$ cat src/rtl/keypad_event_fifo.sv
// keypad_event_fifo: debounces keypad column activity and queues one key code per press in a 4-entry show-ahead FIFO
module keypad_event_fifo #(
  parameter int DEBOUNCE_CYCLES = 16
) (
  input  logic       clk,
  input  logic       rst,
  input  logic [3:0] column,
  input  logic [3:0] key,
  input  logic       rd_en,
  output logic [3:0] rd_data,
  output logic       empty,
  output logic       full,
  output logic [2:0] count,
  output logic       pressed,
  output logic       overflow
);
  localparam int CW = $clog2(DEBOUNCE_CYCLES);
  localparam logic [CW-1:0] LAST = CW'(DEBOUNCE_CYCLES - 1);
  typedef enum logic {IDLE, DOWN} state_t;
  state_t state, state_n;
  logic s1, s2;
  logic [CW-1:0] cnt, cnt_n;
  logic diff, hit, push, pop, wr;
  logic [1:0] rd_ptr, wr_ptr;
  logic [3:0] mem [4];
  always_ff @(posedge clk or posedge rst)
    if (rst) begin
      s1 <= 1'b0;
      s2 <= 1'b0;
      state <= IDLE;
      cnt <= '0;
    end else begin
      s1 <= ~&column;
      s2 <= s1;
      state <= state_n;
      cnt <= cnt_n;
    end
  always_comb begin
    diff = s2 != (state == DOWN);
    hit = diff && cnt == LAST;
    state_n = hit ? (state == IDLE ? DOWN : IDLE) : state;
    cnt_n = (diff && !hit) ? cnt + 1'b1 : '0;
  end
  assign pressed = state == DOWN;
  assign push = hit && state == IDLE;
  assign pop = rd_en && !empty;
  // a full FIFO still accepts a push when the head leaves on the same edge
  assign wr = push && (!full || pop);
  assign empty = count == 3'd0;
  assign full = count == 3'd4;
  assign rd_data = empty ? 4'h0 : mem[rd_ptr];
  always_ff @(posedge clk or posedge rst)
    if (rst) begin
      rd_ptr <= 2'd0;
      wr_ptr <= 2'd0;
      count <= 3'd0;
      overflow <= 1'b0;
    end else begin
      if (pop) rd_ptr <= rd_ptr + 2'd1;
      if (wr) wr_ptr <= wr_ptr + 2'd1;
      count <= count + {2'b0, wr} - {2'b0, pop};
      if (push && !wr) overflow <= 1'b1;
    end
  always_ff @(posedge clk)
    if (wr) mem[wr_ptr] <= key;
endmodule

$ cat config.mk
export PLATFORM = sky130hd
export DESIGN_NAME = keypad_event_fifo
export DESIGN_NICKNAME = d
export VERILOG_FILES = /design/src/rtl/keypad_event_fifo.sv
export SDC_FILE = /design/constraint.sdc
export NUM_CORES = 1
export LEC_CHECK = 0
export ABC_AREA = 1
export BUFFER_PORTS_ARGS = -buffer_cell sky130_fd_sc_hd__clkbuf_2
export CORE_ASPECT_RATIO = 0.75
export CORE_MARGIN = 4
export CORE_UTILIZATION = 50
export CTS_BUF_LIST = sky130_fd_sc_hd__clkbuf_8
export DETAILED_ROUTE_END_ITERATION = 12
export GPL_TIMING_DRIVEN = 1
export MAX_ROUTING_LAYER = met4
export PLACE_DENSITY_LB_ADDON = 0.3
export SLEW_MARGIN = 25
export SYNTH_ARGS = -nofsm -noshare
export SYNTH_HDL_FRONTEND = slang
export SYNTH_SLANG_ARGS = --single-unit
$ cat constraint.sdc
create_clock -name clk -period 2.5 [get_ports clk]
set_input_delay 0.5 -clock clk [delete_from_list [all_inputs] [get_ports clk]]
set_output_delay 0.5 -clock clk [all_outputs]
set_load 0.01 [all_outputs]
# After elaboration in Yosys (flattened, before gate mapping)
# Memory sizes are Yosys's and may differ from the RTL's.
# Index checks and enable logic that the tools add are counted.
[word_totals]
input_bits = 11
register_bits = 15
n_memories = 1
output_inout_bits = 11
mem_bits_rw = 16
[classes]
n_eq_ne = 3
reduce_logical = 14
add_sub_neg = 5
muxes = 5
bitwise_logic = 1
[mem_list]
columns = ["memory", "depth", "word_bits", "rd", "rd_clocked_by_memory_dff", "wr", "line", "rtl"]
rows = [
  ["mem", 4, 4, 1, 0, 1, "25", "logic [3:0] mem [4];"],
]
[ops]
columns = ["op", "n"]
rows = [
  ["$mux W4", 2],
  ["$logic_and A1 B1 Y1", 6],
  ["$logic_not A1 Y1", 5],
  ["$add A2 B1 Y2 const B", 2],
  ["$add A4 B1 Y4 const B", 1],
  ["$eq A4 B4 Y1 const B", 1],
  ["$reduce_and A4 Y1", 1],
  ["$add A3 B1 Y3", 1],
  ["$eq A3 B3 Y1 const B", 1],
  ["$logic_not A3 Y1", 1],
  ["$mux W1", 3],
  ["$sub A3 B1 Y3", 1],
  ["$logic_or A1 B1 Y1", 1],
  ["$ne A1 B1 Y1", 1],
  ["$not A1 Y1", 1],
]

# Longest topological paths before layout
# Gate-level depths: netlist of run 1.
[depth]
ltp_word = 7
depth_mapped = 9

# Worst setup path before layout of run 1
# No wires, ideal clock.
[synth_path]
path_kind = "reg-to-reg"
from = "register cnt[0]"
to = "register count[2]"
arrival_time_ps = 1678
path_stages_with_launch = 10
path_slack_ps = 699
path_buffers = 0
period_less_slack_ps = 1801
path_cell_list = "dfrtp_1 > ha_1 > nand3_4 > nor2_8 > inv_2 > nand2_2 > nand2_1 > ha_1 > fa_1 > xnor2_1"
[synth_between]
elab_chain_len = 6
[synth_lines]
columns = ["item", "line", "rtl"]
rows = [
  ["from (decl)", "22", "logic [CW-1:0] cnt, cnt_n;"],
  ["from (signal assigned)", "36", "cnt <= cnt_n;"],
  ["$eq A4 B4 Y1", "40", "hit = diff && cnt == LAST;"],
  ["$logic_and A1 B1 Y1", "40", ""],
  ["$logic_and A1 B1 Y1", "45", "assign push = hit && state == IDLE;"],
  ["$logic_and A1 B1 Y1", "48", "assign wr = push && (!full || pop);"],
  ["$add A3 B1 Y3", "61", "count <= count + {2'b0, wr} - {2'b0, pop};"],
  ["$sub A3 B1 Y3", "61", ""],
  ["to (signal assigned)", "61", ""],
  ["to (decl)", "13", "output logic [2:0] count,"],
]
# No other way between the ends.
# A chain may end at the register's enable or synchronous reset.

# Final worst setup path of run 1
[layout_path]
from = "register rd_ptr[0]"
to = "output rd_data[1]"
[layout_between]
elab_chain_len = 2
[layout_lines]
columns = ["item", "line", "rtl"]
rows = [
  ["from (decl)", "24", "logic [1:0] rd_ptr, wr_ptr;"],
  ["from (signal assigned)", "59", "if (pop) rd_ptr <= rd_ptr + 2'd1;"],
  ["$mem_v2 Z4 W4", "--", ""],
  ["$mux W4", "51", "assign rd_data = empty ? 4'h0 : mem[rd_ptr];"],
  ["to (decl)", "10", "output logic [3:0] rd_data,"],
]
# No other way between the ends.

==> run metrics, run 1 <==
status=complete, no violations; Syn Std Cell Area=1480 sq um; sequential share of power=44.2%; met3 Track Usage GR=4.51%; vias in the first global route=937; busiest layer in global routing=met2; synth top area cells=edfxtp_1, dfrtp_1, nand2_1; DIE AREA=3910 sq um; layout net count=196; DP Worst Slack=0.584 ns; number of port buffers=21; H-tree levels=2; async set-or-reset flop fraction in the synthesized netlist=48.4%; setup TNS=0 ns; met2 usage=20.3%; Placer Congestion=0.814; Die H=55.2 um; Routed Antenna Nets=0; max_cap viols=0; count of cell types in the netlist=23; Final period util=88.4%; hpwl dp=1980 um; post-DR wirelength/cell=11.9 um; pin count of the biggest net entering global routing=16; fin util=62.5%; total wire length=2560 um; net switching power=651 uW; leading area contributor after synthesis=edfxtp_1; Max VDD drop=0.492 mV; CP arrival=1.71 ns; clock tree buffer depth=2; Sw Ratio=38.0%; Final Max Tran Viols=0; slew at the pin closest to its max-slew limit=0.562 ns; Fmax=0.452 GHz; Fin Clk Skew=0.00777 ns; Required @ worst endpoint=2.00 ns; CTS Sinks=31; Clock Tree Root=clkbuf_8; Ports=22; Syn-to-layout area delta=14.8%; Antenna diodes=0; Setup violations, final=0; FF-to-FF path depth=9; Synth top area share=32.4%; initial antenna violation count=0; synthesized netlist cell count=152; Int Pwr=1.06 mW; min cycle time layout=2.21 ns; global-route wire length before repair=4220 um; DR iter-0 viols=36; crit end category=output port; CTS Hold Buffers Added=0; vias per cell=4.76; clock power share=20.5%; GR Util met1=20.1%; fraction of layout cells with a size suffix above 1=19.6%; leakage power=0.862 nW; core area=2720 sq um; fin worst setup slack=0.290 ns; hold crit path type=primary input to async pin; Initial Utilization=54.5%; final hold vios=0; #FFs+latches synth=31; post-cts sizing count=0; Syn Nets=170; Slowest cell on crit path=dfrtp_1; GR Overflow Total=0; drt pass-1 iters=4; power share of the combinational group=35.2%; RSZ-0062 raised after global routing=false; RR Startpoint=cnt[0]; clock latency on the worst-skew pair=0.28 ns; CTS tree=done; DIE WIDTH=70.9 um; Inst Count DP=207; Worst Setup SP=rd_ptr[0]; post-route DRC violation count=0; row count=16; Mean Syn Cell Area=9.76 sq um; Post-CTS Setup Bufs=0; CP Launch Type=register; Vias=1,024; Num CTS Buffers=5; power per cell area=1010 nW/um^2; commonest register cell after synthesis=edfxtp_1; post-synthesis sequential area ratio=57.7%; Slew HR=62.5%; Non-Filler Instances=215; GRT Total Usage=15.4%; CTS clk-pin slew, worst paths=0.06 ns; worst-path fanout max=11; Post-synth EDFFs=16; CP Cell Sequence=clkinv_1 > nand2_1 > nand3_1 > a21oi_1 > clkbuf_2; YS warnings=0; crit path kind=register to output port; Max stage delay on crit path=0.57 ns
[layout by cell type, fill, tap and decap left out, types with 2 or more instances in the layout]
cell	count
edfxtp_1	16
a21oi_1	5
nand4_1	2
xnor2_1	3
inv_1	35
ha_1	6
dfrtp_1	15
o21ai_0	2
nand2_1	37
nand3_1	13
clkbuf_8	5
nor2_1	7
nor2_2	2
clkbuf_2	21
[sequential cells by signal (all words and copies together), names as in the netlist]
register / flops
mem: 16
cnt: 4
overflow: 1
rd_ptr: 2
wr_ptr: 2
s2: 1
pressed: 1
count: 3
s1: 1
[layer usage]
layer / vias to the layer above / part of all wire [%]
met5: - / 0
met4: 0 / 2.0
met3: 4 / 7.8
met2: 36 / 42
met1: 460 / 48
li1: 524 / -
[critical path: cells and delay by family (launching register included)]
family	cells	cell delay, ns
compound gates	1	0.13
buf+inv	2	0.49
flops	1	0.57
simple gates	2	0.24
[final timing paths]
path / end / slack, ns
setup / recovery: rd_data[1] / 0.29
hold / removal: wr_ptr[0] / 0.25
setup reg to reg: count[2] / 0.60
hold reg to reg: s2 / 0.35
max in group asynchronous: s1 / 1.88
min in group clk: s2 / 0.35
[cell type report]
| type | instances | area (sq um) |
|---|---|---|
| multi-input cells | 84 | 484 |
| well taps | 36 | 45.0 |
| repair buffers | 21 | 105 |
| flip-flops and latches | 31 | 856 |
| clock inverters | 3 | 12.5 |
| clock buffers | 5 | 68.8 |
| fillers | 229 | 1020 |
| inverters | 35 | 131 |
[power by group through the flow]
| stage | clock network, mW | registers, mW | logic, mW |
|---|---|---|---|
| floorplan | 0 | 0.729 | 0.451 |
| global placement | 0 | 0.758 | 0.585 |
| detailed placement | 0 | 0.766 | 0.609 |
| CTS | 0.365 | 0.756 | 0.611 |
| global route | 0.386 | 0.779 | 0.684 |
| finish | 0.352 | 0.758 | 0.604 |
[cells in the mapped netlist, types with 2 or more instances]
master and instances:
edfxtp_1 16, nand2_1 37, inv_1 33, a21oi_1 5
xnor2_1 3, dfrtp_1 15, nand3_1 13, nand4_1 2
nor2_1 7, nor2_2 2, o21ai_0 2, ha_1 6
[through the flow]
| step | power (mW) | instance area, sq um | hold slack (ns) |
|---|---|---|---|
| floorplan | 1.18 | 1480 | 0.331 |
| global placement | 1.34 | 1620 | 0.333 |
| detailed placement | 1.38 | 1620 | 0.337 |
| CTS | 1.73 | 1700 | 0.262 |
| global route | 1.85 | 1700 | 0.296 |
| finish | 1.71 | 1700 | 0.246 |
[kinds of logic (layout without fill, tap and decap cells)]
logic type | after synthesis | count (layout) | share of synthesized area, %
and+or+nand+nor | 66 | 66 | 21.6
buffers and inverters | 37 | 64 | 9.70
DFF | 31 | 31 | 57.7
AOI/OAI and AO/OA | 8 | 8 | 2.87
adders and majority gates | 7 | 7 | 6.41
xor gates and xnor gates | 3 | 3 | 1.77
Power figures use the tool's default switching activity.
==> run 2, diff against run 1 <==
--- a/config.mk
+++ b/config.mk
@@ -7,9 +7,11 @@
 export LEC_CHECK = 0
 export ABC_AREA = 1
 export BUFFER_PORTS_ARGS = -buffer_cell sky130_fd_sc_hd__clkbuf_2
+export CELL_PAD_IN_SITES_DETAIL_PLACEMENT = 1
+export CELL_PAD_IN_SITES_GLOBAL_PLACEMENT = 2
 export CORE_ASPECT_RATIO = 0.75
 export CORE_MARGIN = 4
-export CORE_UTILIZATION = 50
+export CORE_UTILIZATION = 36
 export CTS_BUF_LIST = sky130_fd_sc_hd__clkbuf_8
 export DETAILED_ROUTE_END_ITERATION = 12
 export GPL_TIMING_DRIVEN = 1
==> run 2 against run 1 <==
- global-route usage shrank 1.1 points
- count of clock-buffer cells in the layout is the same
- sequential power is essentially flat
- final cell count grew 7.4%
- worst setup slack lost 0.0025 ns
- highest routed layer unchanged
- critical path type unchanged
==> run metrics, run 2 (same netlist as run 1, synthesis figures left out) <==
vias per cell=4.48 (-5.9%); CTS tree=done; Antenna diodes=0 (unchanged); initial antenna violation count=0 (unchanged); vias in the first global route=1,101 (+18%); max_cap viols=0 (unchanged); total chip power=1.73 mW (+0.74%); most frequent cells in the layout=nand2_1, inv_1, clkbuf_2, edfxtp_1, dfrtp_1; Vias=1,035 (+1.1%); hold crit path type=primary input to async pin; row count=19 (+3); min cycle time layout=2.21 ns (+0.00245 ns); clock latency on the worst-skew pair=0.28 ns (about the same); layout net count=196 (unchanged); Required @ worst endpoint=2.00 ns (about the same); pin count of the biggest net entering global routing=16 (unchanged); drt pass-1 iters=4 (unchanged); global-route wire length before repair=5330 um (+27%); r2r endpoint=count[2]; Worst Setup SP=rd_ptr[0]; fraction of layout cells with a size suffix above 1=19.6% (unchanged); fin worst setup slack=0.287 ns (-0.00245 ns); Post-CTS Setup Bufs=0 (unchanged); Die H=63.6 um (+15%); Final Max Tran Viols=0 (unchanged); RR Startpoint=cnt[0]; GR Overflow Total=0 (unchanged); DP Worst Slack=0.549 ns (-0.0356 ns); Placer Congestion=0.782 (-4.0%); Biggest register=mem; met2 usage=20.0% (-0.35 points); Initial Utilization=39.0% (-15 points); H-tree levels=2 (unchanged); status=complete, no violations; setup TNS=0 ns (unchanged); core area=3800 sq um (+40%); CP arrival=1.71 ns (about the same); post-DR wirelength/cell=13.0 um (+9.4%); Fin Clk Skew=0.00792 ns (+0.000152 ns); Syn-to-layout area delta=16.1%; total wire length=3010 um (+18%); Slew HR=60.4% (-2.1 points); GRT Total Usage=14.3% (-1.1 points); Max VDD drop=0.403 mV (-18%); met3 Track Usage GR=5.56% (+1.0 points); Inst Count DP=223 (+7.7%); Non-Filler Instances=231 (+7.4%); biggest regs=mem (16), cnt (4), count (3); Routed Antenna Nets=0 (unchanged); # fillers=470 (+110%); Final period util=88.5% (+0.098 points); max reg flops=16 (unchanged); Worst R2R Setup Slack=0.57 ns (-0.03 ns); most common cell after layout, fill and taps aside=nand2_1; DIE AREA=5220 sq um (+34%); Setup violations, final=0 (unchanged); post-route DRC violation count=0 (unchanged); busiest layer in global routing=met2; GR Util met1=19.4% (-0.70 points); DR iter-0 viols=42 (+17%); Num CTS Buffers=5 (unchanged); Ports=22 (unchanged); FF-to-FF path depth=9 (unchanged); CTS Hold Buffers Added=0 (unchanged); CTS clk-pin slew, worst paths=0.06 ns (about the same); DIE WIDTH=82.1 um (+16%); crit path kind=register to output port; CTS Sinks=31 (unchanged); slew at the pin closest to its max-slew limit=0.593 ns (+0.0308 ns); final hold vios=0 (unchanged); hpwl dp=2420 um (+22%); crit end category=output port; Clock Tree Root=clkbuf_8; power per cell area=1000 nW/um^2 (-0.43%); CP Launch Type=register; post-cts sizing count=0 (unchanged); number of port buffers=21 (unchanged); Fmax=0.452 GHz (-0.11%); RSZ-0062 raised after global routing=false; worst-path fanout max=11 (unchanged); clock tree buffer depth=2 (unchanged); leakage power=0.862 nW (unchanged); Setup crit end=rd_data[3]
## run 2: cell counts in the layout (fill, tap and decap cells not counted)
No cell type changed its count.
## run 2: worst max-delay path, stage by stage, from the launching register on
cell and delay [ns]:
dfrtp_1 0.56, clkinv_1 0.33, nand2_1 0.15, nand3_1 0.07
a21oi_1 0.16, clkbuf_2 0.15
## run 2: per-layer routing
| metal | wire, um | part of all wire (%) |
|---|---|---|
| met4 | 17 | 0.57 |
| met2 | 1350 | 45 |
| met5 | 0 | 0 |
| met3 | 157 | 5.2 |
| met1 | 1480 | 49 |
## run 2: how the worst min path moves through the flow
stage	startpoint	to	slack, ns	depth (start not counted)
after global routing	rst	count[1]	0.29	2
final	rst	count[1]	0.25	2
after floorplan	s1	s2	0.33	0
after detailed placement	s1	s2	0.34	0
after global placement	s1	s2	0.33	0
after CTS	rst	count[0]	0.28	2
## run 2: report_power, final
| group | switching, mW | total, mW | internal (mW) |
|---|---|---|---|
| clock | 0.177 | 0.363 | 0.187 |
| sequential | 0.126 | 0.757 | 0.631 |
| combinational | 0.362 | 0.606 | 0.244 |
| total | 0.665 | 1.73 | 1.06 |
## run 2: final cells by class
| type | instances | area, sq um | share of cell area [%] |
|---|---|---|---|
| clock buffer | 5 | 68.8 | 3.99 |
| clock inverter | 3 | 12.5 | 0.726 |
| inverter | 35 | 131 | 7.63 |
| multi-input combinational | 84 | 484 | 28.1 |
| sequential | 31 | 856 | 49.7 |
| tap | 52 | 65.1 | 3.78 |
| timing repair buffer | 21 | 105 | 6.10 |
## run 2: metrics by stage
stage	area, sq um	hold WS [ns]	util, %
after CTS	1720	0.278	45.3
after detailed placement	1640	0.339	43.2
after floorplan	1480	0.331	-
final	1720	0.252	45.3
after global routing	1720	0.294	45.3
after global placement	1640	0.334	43.2
==> run 3, diff against run 2 <==
--- a/config.mk
+++ b/config.mk
@@ -11,7 +11,7 @@
 export CELL_PAD_IN_SITES_GLOBAL_PLACEMENT = 2
 export CORE_ASPECT_RATIO = 0.75
 export CORE_MARGIN = 4
-export CORE_UTILIZATION = 36
+export CORE_UTILIZATION = 30
 export CTS_BUF_LIST = sky130_fd_sc_hd__clkbuf_8
 export DETAILED_ROUTE_END_ITERATION = 12
 export GPL_TIMING_DRIVEN = 1
==> constraint.sdc (replaced) <==
create_clock -name clk -period 2.4 [get_ports clk]
set_input_delay 0.48 -clock clk [delete_from_list [all_inputs] [get_ports clk]]
set_output_delay 0.48 -clock clk [all_outputs]
set_load 0.01 [all_outputs]
==> run 3 against run 2 <==
- combinational power is 5.0% higher
- non-clock buffer count stayed put
- die area is 18% higher
- global-route usage is 2.6 points lower
- sequential power is 3.8% higher
- via count is 0.77% lower
- critical path type unchanged
- critical endpoint unchanged
- highest routed layer unchanged
==> run metrics, run 3 (same netlist as run 1, synthesis figures left out) <==
CP arrival=1.70 ns (about the same); fraction of layout cells with a size suffix above 1=20.1% (+0.56 points); clock latency on the worst-skew pair=0.28 ns (about the same); max reg flops=16 (unchanged); post-DR wirelength/cell=12.1 um (-6.6%); fin util=37.6% (-7.7 points); CTS clk-pin slew, worst paths=0.06 ns (about the same); DIE WIDTH=89.2 um (+8.6%); leakage power=0.864 nW (+0.22%); post-route DRC violation count=0 (unchanged); core area=4620 sq um (+22%); hold crit path type=primary input to async pin; Slew HR=61.4% (+0.96 points); layout net count=196 (unchanged); max_cap viols=0 (unchanged); WP buf/inv=2 (unchanged); initial antenna violation count=0 (unchanged); Fin Clk Skew=0.00549 ns (-0.00244 ns); RSZ-0062 raised after global routing=false; Initial Utilization=32.1% (-6.9 points); GR Overflow Total=0 (unchanged); CTS tree=done; crit end category=output port; DR iter-0 viols=50 (+19%); GRT Total Usage=11.7% (-2.6 points); crit path kind=register to output port; Fmax=0.458 GHz; power per cell area=1050 nW/um^2 (+5.1%); vias per cell=4.35 (-2.9%); Die H=68.9 um (+8.3%); setup TNS=0 ns (unchanged); CTS Hold Buffers Added=0 (unchanged); Crit path max-delay family=flip-flops; Biggest register=mem; Vias=1,027 (-0.77%); CP Launch Type=register; global-route wire length before repair=5110 um (-4.1%); Max VDD drop=0.377 mV (-6.4%); clock tree buffer depth=2 (unchanged); hpwl dp=2340 um (-3.5%); slew at the pin closest to its max-slew limit=0.579 ns (-0.0143 ns); pin count of the biggest net entering global routing=16 (unchanged); Placer Congestion=0.701 (-10%); Syn-to-layout area delta=17.2%; Required @ worst endpoint=1.92 ns (-0.08 ns); Final Max Tran Viols=0 (unchanged); Setup violations, final=0 (unchanged); post-cts sizing count=0 (unchanged); Clock Tree Root=clkbuf_8; min cycle time layout=2.18 ns; DIE AREA=6150 sq um (+18%); Routed Antenna Nets=0 (unchanged); Post-CTS Setup Bufs=0 (unchanged); CTS Sinks=31 (unchanged); most common cell after layout, fill and taps aside=nand2_1; status=complete, no violations; Antenna diodes=0 (unchanged); biggest regs=mem (16), cnt (4), count (3); CP Cell Sequence=clkinv_1 > nand2_1 > nand3_1 > a21oi_1 > clkbuf_2; total wire length=2870 um (-4.6%); number of port buffers=21 (unchanged); worst-path fanout max=11 (unchanged); Final period util=91.0%; drt pass-1 iters=4 (unchanged); Slowest cell on crit path=dfrtp_1; Ports=22 (unchanged); Num CTS Buffers=5 (unchanged); vias in the first global route=1,118 (+1.5%); Max stage delay on crit path=0.55 ns (about the same); most frequent cells in the layout=nand2_1, inv_1, clkbuf_2, edfxtp_1, dfrtp_1; final hold vios=0 (unchanged); H-tree levels=2 (unchanged); row count=21 (+2)
[run 3: changes by cell type in the layout (fill, tap and decap cells not counted), sizes merged]
cell / previous run / this run
clkbuf: 26 / 27
inv: 36 / 35
[run 3: layout make-up]
type | instances | area, sq um
clock buffers | 6 | 82.6
clock inverters | 2 | 8.76
fillers | 554 | 2890
inverters | 35 | 131
multi-input cells | 84 | 484
flip-flops and latches | 31 | 856
well taps | 57 | 71.3
repair buffers | 21 | 105
[run 3: metal layers]
metal	GRT usage (%)	wire length, um	vias to the layer above
li1	-	-	521
met1	13.7	1360	481
met2	18.3	1290	19
met3	4.04	155	6
met4	5.58	61	0
met5	-	0	-
[run 3: worst paths after layout]
check / startpoint / end / slack (ns) / cells after the start
worst max-delay path: rd_ptr[0] / rd_data[3] / 0.22 / 5
worst min-delay path: rst / cnt[2] / 0.23 / 2
worst max register to register: cnt[0] / count[2] / 0.48 / 9
worst min register to register: s1 / s2 / 0.35 / 0
max in group asynchronous: rst / wr_ptr[0] / 1.79 / 2
min in group clk: s1 / s2 / 0.35 / 0
[run 3: through the flow]
stage	hold WS, ns	total power [mW]	instances	cell area, sq um	setup slack, ns
floorplan	0.331	1.23	152	1480	0.599
global placement	0.335	1.42	228	1650	0.526
detailed placement	0.344	1.45	228	1650	0.471
CTS	0.250	1.87	236	1740	0.191
global route	0.284	2.00	236	1740	0.00263
finish	0.233	1.83	236	1740	0.215
[run 3: report_power, final]
part           internal [mW]  switching (mW)
clock                  0.226           0.182
sequential             0.658           0.129
combinational          0.256           0.381
total                   1.14           0.691
